File: config.mk
export PLATFORM = sky130hd
export DESIGN_NAME = booth_shift_reg_flat
export DESIGN_NICKNAME = d
export VERILOG_FILES = /design/src/rtl/booth_shift_reg_if.sv /design/src/rtl/booth_shift_reg.sv /design/src/flat_wrapper.sv
export SDC_FILE = /design/constraint.sdc
export NUM_CORES = 1
export LEC_CHECK = 0
export ABC_AREA = 0
export ABC_CLOCK_PERIOD_IN_PS = 1500
export BUFFER_PORTS_ARGS = -buffer_cell sky130_fd_sc_hd__buf_4
export CORE_AREA = 2 2 70 45
export DETAILED_ROUTE_END_ITERATION = 6
export DIE_AREA = 0 0 72 47
export PLACE_DENSITY = 0.73
export SETUP_SLACK_MARGIN = 0.3
export SLEW_MARGIN = 15
export SYNTH_ARGS = -nofsm -noshare
export SYNTH_HDL_FRONTEND = slang
export SYNTH_SLANG_ARGS = --single-unit
File: constraint.sdc
create_clock -name clk -period 1.5 [get_ports clk]
set_input_delay 0.075 -clock clk [delete_from_list [all_inputs] [get_ports clk]]
set_output_delay 0.075 -clock clk [all_outputs]
set_load 0.1 [all_outputs]
File: src/rtl/booth_shift_reg_if.sv
// Command/data bundle for booth_shift_reg: the controller drives commands and
// load data, and the shifter returns the dump bus and status.
interface booth_shift_reg_if #(
  parameter int REG_WIDTH   = 8,
  parameter int SHAMT_WIDTH = 4
);
  logic [REG_WIDTH-1:0]   inbus;
  logic                   load;
  logic                   dump;
  logic                   start;
  logic [SHAMT_WIDTH-1:0] shamt;
  logic [1:0]             mode;
  logic                   shiftin;
  logic [REG_WIDTH-1:0]   outbus;
  logic                   shiftout;
  logic                   busy;
  logic                   done;

  modport master (
    output inbus, load, dump, start, shamt, mode, shiftin,
    input  outbus, shiftout, busy, done
  );

  modport slave (
    input  inbus, load, dump, start, shamt, mode, shiftin,
    output outbus, shiftout, busy, done
  );
endinterface

File: src/rtl/booth_shift_reg.sv
// Multi-cycle shift register: one 1-bit shift per cycle for shamt cycles, in
// one of four modes, with parallel load and a registered dump port.
module booth_shift_reg #(
  parameter int REG_WIDTH   = 8,
  parameter int SHAMT_WIDTH = 4
) (
  input  logic               clk,
  input  logic               rst_n,
  booth_shift_reg_if.slave   bus
);
  typedef enum logic {IDLE, SHIFT} state_t;

  state_t                 state, state_nxt;
  logic [REG_WIDTH-1:0]   storage, outbus_q, shifted;
  logic [SHAMT_WIDTH-1:0] count;
  logic [1:0]             mode_q;
  logic                   shiftout_q, done_q;
  logic                   sout, go, last, done_nxt;

  // load outranks start; a start beside a load is simply lost
  always_comb begin
    state_nxt = state;
    go        = (state == IDLE) && bus.start && !bus.load;
    last      = (state == SHIFT) && (count == SHAMT_WIDTH'(1));
    done_nxt  = last || (go && (bus.shamt == '0));
    case (state)
      IDLE:    if (go && (bus.shamt != '0)) state_nxt = SHIFT;
      SHIFT:   if (last)                    state_nxt = IDLE;
      default: state_nxt = IDLE;
    endcase
  end

  always_comb begin
    shifted = storage;
    sout    = storage[0];
    case (mode_q)
      2'b00: shifted = {bus.shiftin, storage[REG_WIDTH-1:1]};
      2'b01: shifted = {storage[REG_WIDTH-1], storage[REG_WIDTH-1:1]};
      2'b10: begin
        shifted = {storage[REG_WIDTH-2:0], bus.shiftin};
        sout    = storage[REG_WIDTH-1];
      end
      default: shifted = {storage[0], storage[REG_WIDTH-1:1]};
    endcase
  end

  always_ff @(posedge clk or negedge rst_n) begin
    if (!rst_n) state <= IDLE;
    else        state <= state_nxt;
  end

  always_ff @(posedge clk or negedge rst_n) begin
    if (!rst_n) begin
      storage    <= '0;
      outbus_q   <= '0;
      shiftout_q <= 1'b0;
      done_q     <= 1'b0;
      count      <= '0;
      mode_q     <= 2'b00;
    end else begin
      done_q <= done_nxt;
      // dump sees the pre-edge storage, so mid-shift it captures the old value
      if (bus.dump) outbus_q <= storage;
      if (state == IDLE) begin
        if (bus.load) begin
          storage    <= bus.inbus;
          shiftout_q <= 1'b0;
        end else if (go && (bus.shamt != '0)) begin
          count  <= bus.shamt;
          mode_q <= bus.mode;
        end
      end else begin
        storage    <= shifted;
        shiftout_q <= sout;
        count      <= count - 1'b1;
      end
    end
  end

  assign bus.outbus   = outbus_q;
  assign bus.shiftout = shiftout_q;
  assign bus.busy     = (state == SHIFT);
  assign bus.done     = done_q;
endmodule

File: src/flat_wrapper.sv
// flat-port wrapper written by rule: the top's interface ports become plain ports
module booth_shift_reg_flat 
#(
  parameter int REG_WIDTH   = 8,
  parameter int SHAMT_WIDTH = 4
)
  (clk, rst_n, bus_inbus, bus_load, bus_dump, bus_start, bus_shamt, bus_mode, bus_shiftin, bus_outbus, bus_shiftout, bus_busy, bus_done);
  booth_shift_reg_if #(.REG_WIDTH(REG_WIDTH), .SHAMT_WIDTH(SHAMT_WIDTH)) bus_i ();
  input  logic clk;
  input  logic rst_n;
  input wire logic [$bits(bus_i.inbus)-1:0] bus_inbus;
  input wire logic [$bits(bus_i.load)-1:0] bus_load;
  input wire logic [$bits(bus_i.dump)-1:0] bus_dump;
  input wire logic [$bits(bus_i.start)-1:0] bus_start;
  input wire logic [$bits(bus_i.shamt)-1:0] bus_shamt;
  input wire logic [$bits(bus_i.mode)-1:0] bus_mode;
  input wire logic [$bits(bus_i.shiftin)-1:0] bus_shiftin;
  output wire logic [$bits(bus_i.outbus)-1:0] bus_outbus;
  output wire logic [$bits(bus_i.shiftout)-1:0] bus_shiftout;
  output wire logic [$bits(bus_i.busy)-1:0] bus_busy;
  output wire logic [$bits(bus_i.done)-1:0] bus_done;
  assign bus_i.inbus = bus_inbus;
  assign bus_i.load = bus_load;
  assign bus_i.dump = bus_dump;
  assign bus_i.start = bus_start;
  assign bus_i.shamt = bus_shamt;
  assign bus_i.mode = bus_mode;
  assign bus_i.shiftin = bus_shiftin;
  assign bus_outbus = bus_i.outbus;
  assign bus_shiftout = bus_i.shiftout;
  assign bus_busy = bus_i.busy;
  assign bus_done = bus_i.done;
  booth_shift_reg #(.REG_WIDTH(REG_WIDTH), .SHAMT_WIDTH(SHAMT_WIDTH)) u_core (.clk(clk), .rst_n(rst_n), .bus(bus_i));
endmodule
After elaboration in Yosys (flattened, before gate mapping)
Index checks and enable logic that the tools add are counted.

storage, ports and cells
  register bits = 25
  bits in latches = 0
  RAM bits = 0
  ROM bits = 0
  input bits = 20
  output and inout port bits = 11
  word-level logic and storage cells = 43
  memories = 0

operators by class
  $add $sub $neg = 1
  multiply operators = 0
  div/mod/pow operators = 0
  magnitude comparators = 0
  eq/ne operators = 5
  shifts and indexed selects = 0
  muxes and demuxes = 12
  bitwise gates (word level) = 2
  reductions and logical operators = 15

operator list
  kind                                                    number
  case mux 8 bit (3 select lines)                         1
  two-way mux 8 bit                                       2
  two-way mux 4 bit                                       3
  logical AND 1 bit                                       5
  two-way mux 1 bit                                       5
  equality test 4 x 1 -> 1 bit (second input constant)    1
  logical NOT 4 bit                                       1
  AND reduction 2 bit                                     2
  nonzero test 2 bit                                      2
  nonzero test 4 bit                                      1
  subtractor 4 x 1 -> 4 bit (second input constant)       1
  AND reduction 3 bit                                     1
  equality test 2 x 1 -> 1 bit (second input constant)    1
  equality test 2 bit (second input constant)             1
  logical NOT 2 bit                                       1
  inequality test 2 x 1 -> 1 bit (second input constant)  1
  inequality test 2 bit (second input constant)           1
  inverter 1 bit                                          2
  case mux 1 bit (2 select lines)                         1
  logical NOT 1 bit                                       1
  logical OR 1 bit                                        1

Logic depth before layout (Yosys ltp)
  word-level depth = 7
  depth in mapped cells = 4
  mapped depth without buffers = 4

Worst setup path before layout
No wires, ideal clock.

  path kind = reg2reg
  from = register u_core.state, in the netlist u_core.bus.busy
  to = register u_core.mode_q[0]
  library setup time = 127 ps
  arrival time = 1861 ps
  data required time = 1373 ps
  setup slack = -488 ps
  stages on the path, launching flop included = 5
  buffers on the path = 1
  period minus slack after synthesis = 1988 ps
  cells stage by stage = dfrtp_1 > buf_6 > or3b_4 > nor2_4 > mux2_1

between the ends
  cells in the longest elaborated chain, start to end = 5

RTL lines
  element                                 RTL line               RTL
  start, declared                         booth_shift_reg.sv:13  state_t state, state_nxt;
  start signal, assigned                  booth_shift_reg.sv:49  else state <= state_nxt;
  inverter 1 bit (no source line) *       -
  logical AND 1 bit (2 in series)         booth_shift_reg.sv:23  go = (state == IDLE) && bus.start && !bus.load;
  logical AND 1 bit                       booth_shift_reg.sv:68  end else if (go && (bus.shamt != '0)) begin
  AND reduction 3 bit (no source line) *  -
  end signal, assigned                    booth_shift_reg.sv:70  mode_q <= bus.mode;
  end, declared                           booth_shift_reg.sv:16  logic [1:0] mode_q;

Every way passes the cells marked *; elsewhere a longest branch is shown, timed or not.
A chain may end at the register's enable or synchronous reset.

Worst setup path in the final report
  from = register u_core.state, in the netlist u_core.bus.busy
  to = register u_core.mode_q[1]

Same word-level chain as after synthesis.

==> results.md <==
* Clk_skew at ~0.0021 ns
* DRT iter0 DRCs at 95
* Vias at approximately 940
* Flops & latches, synth at 25
* Die area at 0.00338 mm^2
* CTS max path bufs at 2
* Core ar. at ~0.0028 mm^2
* Share of layout cells above drive strength 1 at roughly half
* Unrepaired setup endpoints after global routing: yes
* Final HPWL DP at 1860 um
* FMAX at 0.692 GHz
* CP bufs+invs at 0
* Critical Path AT at roughly 1.6 ns
* Post-Syn Area at approximately 0.0012 mm^2
* Crit Path Max Fanout at 4
* Pin count of the biggest net entering global routing at 29
* TritonCTS clock tree: done
* Antenna violations before repair at 0
* Synth Warn # at 0
* Row Count at 15
* Top FF cell, synth: dfrtp_1
* WS Path Type: reg2reg
* Critical Path Source: u_core.bus.busy
* Clk root buf: clkbuf_8
* Area of the multi-input gates at 611 um^2
* Avg Cell Area, Syn at approximately 12 um^2
* Slowest-stage cell, CP: dfrtp_4
* Cells after Synth at 105
* Flip-flop and latch area at about 640 um^2
* DR DRC count at 0
* Startpoint type of the worst setup path: register
* Fin crit share at between 90% and 100%
* Post-synth cell types at 28
* Placer congestion estimate at about 0.9
* Post-Layout Cell Count at 176
* Cells along the critical path: or3b_4 -> nor2_4 -> mux2_4
* Die W at roughly 70 um
* Syn Nets at between 100 and 150
* 1st-pass router iterations at 4
* Clk slew on worst S/H paths at around 0.08 ns
* Wirelength, routed at roughly 2700 um
* Die Span Y at 47 um
* RR Endpoint: u_core.mode_q[1]
* Layout Nets at around 170
* EDFF count, synth at 0
* Final Max Slew Viols at 0
* Asr flop ratio synth at 100%
* Clock Sinks at 25
* Clk Latency, worst-skew pair at approximately 0.27 ns
* Status: complete, no violations
* R2R cell count at 3
* Antenna viol nets, final at 0
* DP Area at between 0.0015 and 0.002 mm^2
* Sequential-to-total area share from yosys stat at approximately 50%
* I/O pins at 31
* Max-Cap Viols at 0
* Final hold violation count at 0
* Clock buffer count from CTS at 3
* CP required at 1.66 ns
* Setup ws final at around 0.055 ns
* Starting Density at roughly 45%
* Area delta synth->final at 32.7%
* Critical Path End: u_core.mode_q[1]
* Avg WL per Cell at around 15 um
* Slew margin rel. at 65.6%
* Setup crit end kind: register
* Reg-to-reg slack, setup at roughly 0.055 ns
* Pre-CTS setup slack at between 0.05 and 0.06 ns
* Number of diodes at 0
* Total track usage at approximately 18%
* DR vias/cell at 5.35
* Fillers at between 200 and 250
* Max stage delay on crit path at ~0.49 ns
* Final min period at around 1.4 ns
* CP delay by family, top: simple AND/OR/NAND/NOR gates
* Worst Min Path Start: bus_mode[0]
* DP Cell Count at ~170
* Finished Cell Area at between 0.0015 and 0.002 mm^2
* Type of the most critical hold path: in2reg
* Stages on worst setup path at 3
* I/O Buffers at 30
* CTS H-tree lvls at 1
* Worst r2r src: u_core.bus.busy
* Worst Tran Pin Value at ~0.51 ns
* First-pass GRT wire length at approximately 4300 um
* Setup-failing EPs final at 0
* Remaining Overflow, GRT at 0
* Vias in the first global route at between 800 and 900
## area by class of cell
class	instances	share of cell area, %
Clock buffer	4	2.71
Timing Repair Buffer	39	18.7
Multi-Input combinational cell	71	36.8
Tap cell	34	2.56
Sequential cell	25	38.5
Inverter	3	0.679
## synthesized netlist by cell type (2+ instances only)
library cell  number  area [um^2]
xnor2_1            2         17.5
inv_1              3         11.3
o21ai_0            5         25.0
a211oi_1           7         52.6
clkbuf_1           3         11.3
nor2b_1            8         50.1
buf_2              2         10.0
mux2_2             8         90.1
nand2_1            2         7.51
dfrtp_1           25          626
nor3b_1            2         15.0
mux2i_1            9         90.1
ha_1               2         25.0
a21oi_1           11         55.1
a22oi_1            3         22.5
## state kept, by name, indices dropped and copies added (netlist names)
register / flops
u_core.storage: 8
u_core.bus.shiftout: 1
u_core.bus.done: 1
u_core.mode_q: 2
u_core.bus.outbus: 8
u_core.bus.busy: 1
u_core.count: 4
## repair_timing
action                                 4_1_cts  5_1_grt
gates resized for setup                      4        5
hold buffers                                 1        0
buffers inserted                             3        1
gates cloned                                 0        0
endpoints found under the hold margin       25        0
setup endpoints to repair                    9       15
## cell usage in the layout, fill, tap and decap left out, drive strengths merged
| cell | count |
|---|---|
| a211oi | 7 |
| a21oi | 11 |
| a22o | 1 |
| a22oi | 3 |
| buf | 38 |
| clkbuf | 4 |
| dfrtp | 25 |
| dlygate4sd3 | 1 |
| ha | 2 |
| inv | 3 |
| mux2 | 10 |
| mux2i | 9 |
| mux4 | 1 |
| nand2 | 2 |
| nor2 | 2 |
| nor2b | 8 |
| nor3 | 1 |
| nor3b | 2 |
| nor4 | 1 |
| o21ai | 6 |
| o22ai | 1 |
| o311ai | 1 |
| or3b | 1 |
| xnor2 | 2 |
## worst min-delay path by stage
stage / end / slack [ns] / depth (start not counted)
after global placement: u_core.mode_q[0] / -0.005 / 1
after CTS: u_core.mode_q[0] / 0.01 / 2
final: u_core.mode_q[0] / 0.03 / 2
after detailed placement: u_core.mode_q[1] / 0.001 / 1
after global routing: u_core.mode_q[1] / 0.03 / 2
after floorplan: u_core.bus.done / -0.22 / 0
## metal layers
layer / part of all wire [%] / vias up / GRT usage [%]
li1: - / 458 / -
met1: 49 / 452 / 25.4
met2: 43 / 25 / 25.7
met3: 5.6 / 7 / 5.79
met4: 2.0 / 0 / 6.79
met5: 0 / - / 0
## through the flow
| step | setup TNS (ns) | util, % | hold slack (ns) |
|---|---|---|---|
| CTS | 0 | 59.0 | 0.0148 |
| finish | 0 | 60.1 | 0.0349 |
| global route | 0 | 60.1 | 0.0299 |
| floorplan | -0.755 | - | -0.221 |
| global placement | 0 | 56.0 | -0.00470 |
| detailed placement | 0 | 56.0 | 0.00107 |
## cells by family after synthesis
| group | Yosys count | synth area share (%) |
|---|---|---|
| multiplexers | 20 | 18.3 |
| buffers and inverters | 9 | 3.50 |
| adder cells (fa/ha/maj) | 2 | 2.00 |
| XOR/XNOR | 2 | 1.40 |
| AO/OA/AOI/OAI | 30 | 14.7 |
| AND/OR/NAND/NOR | 17 | 10.0 |
| flip-flops | 25 | 50.1 |
Power is not shown: default switching activity piles up to over one toggle a cycle in this logic, so the estimate is an artifact.
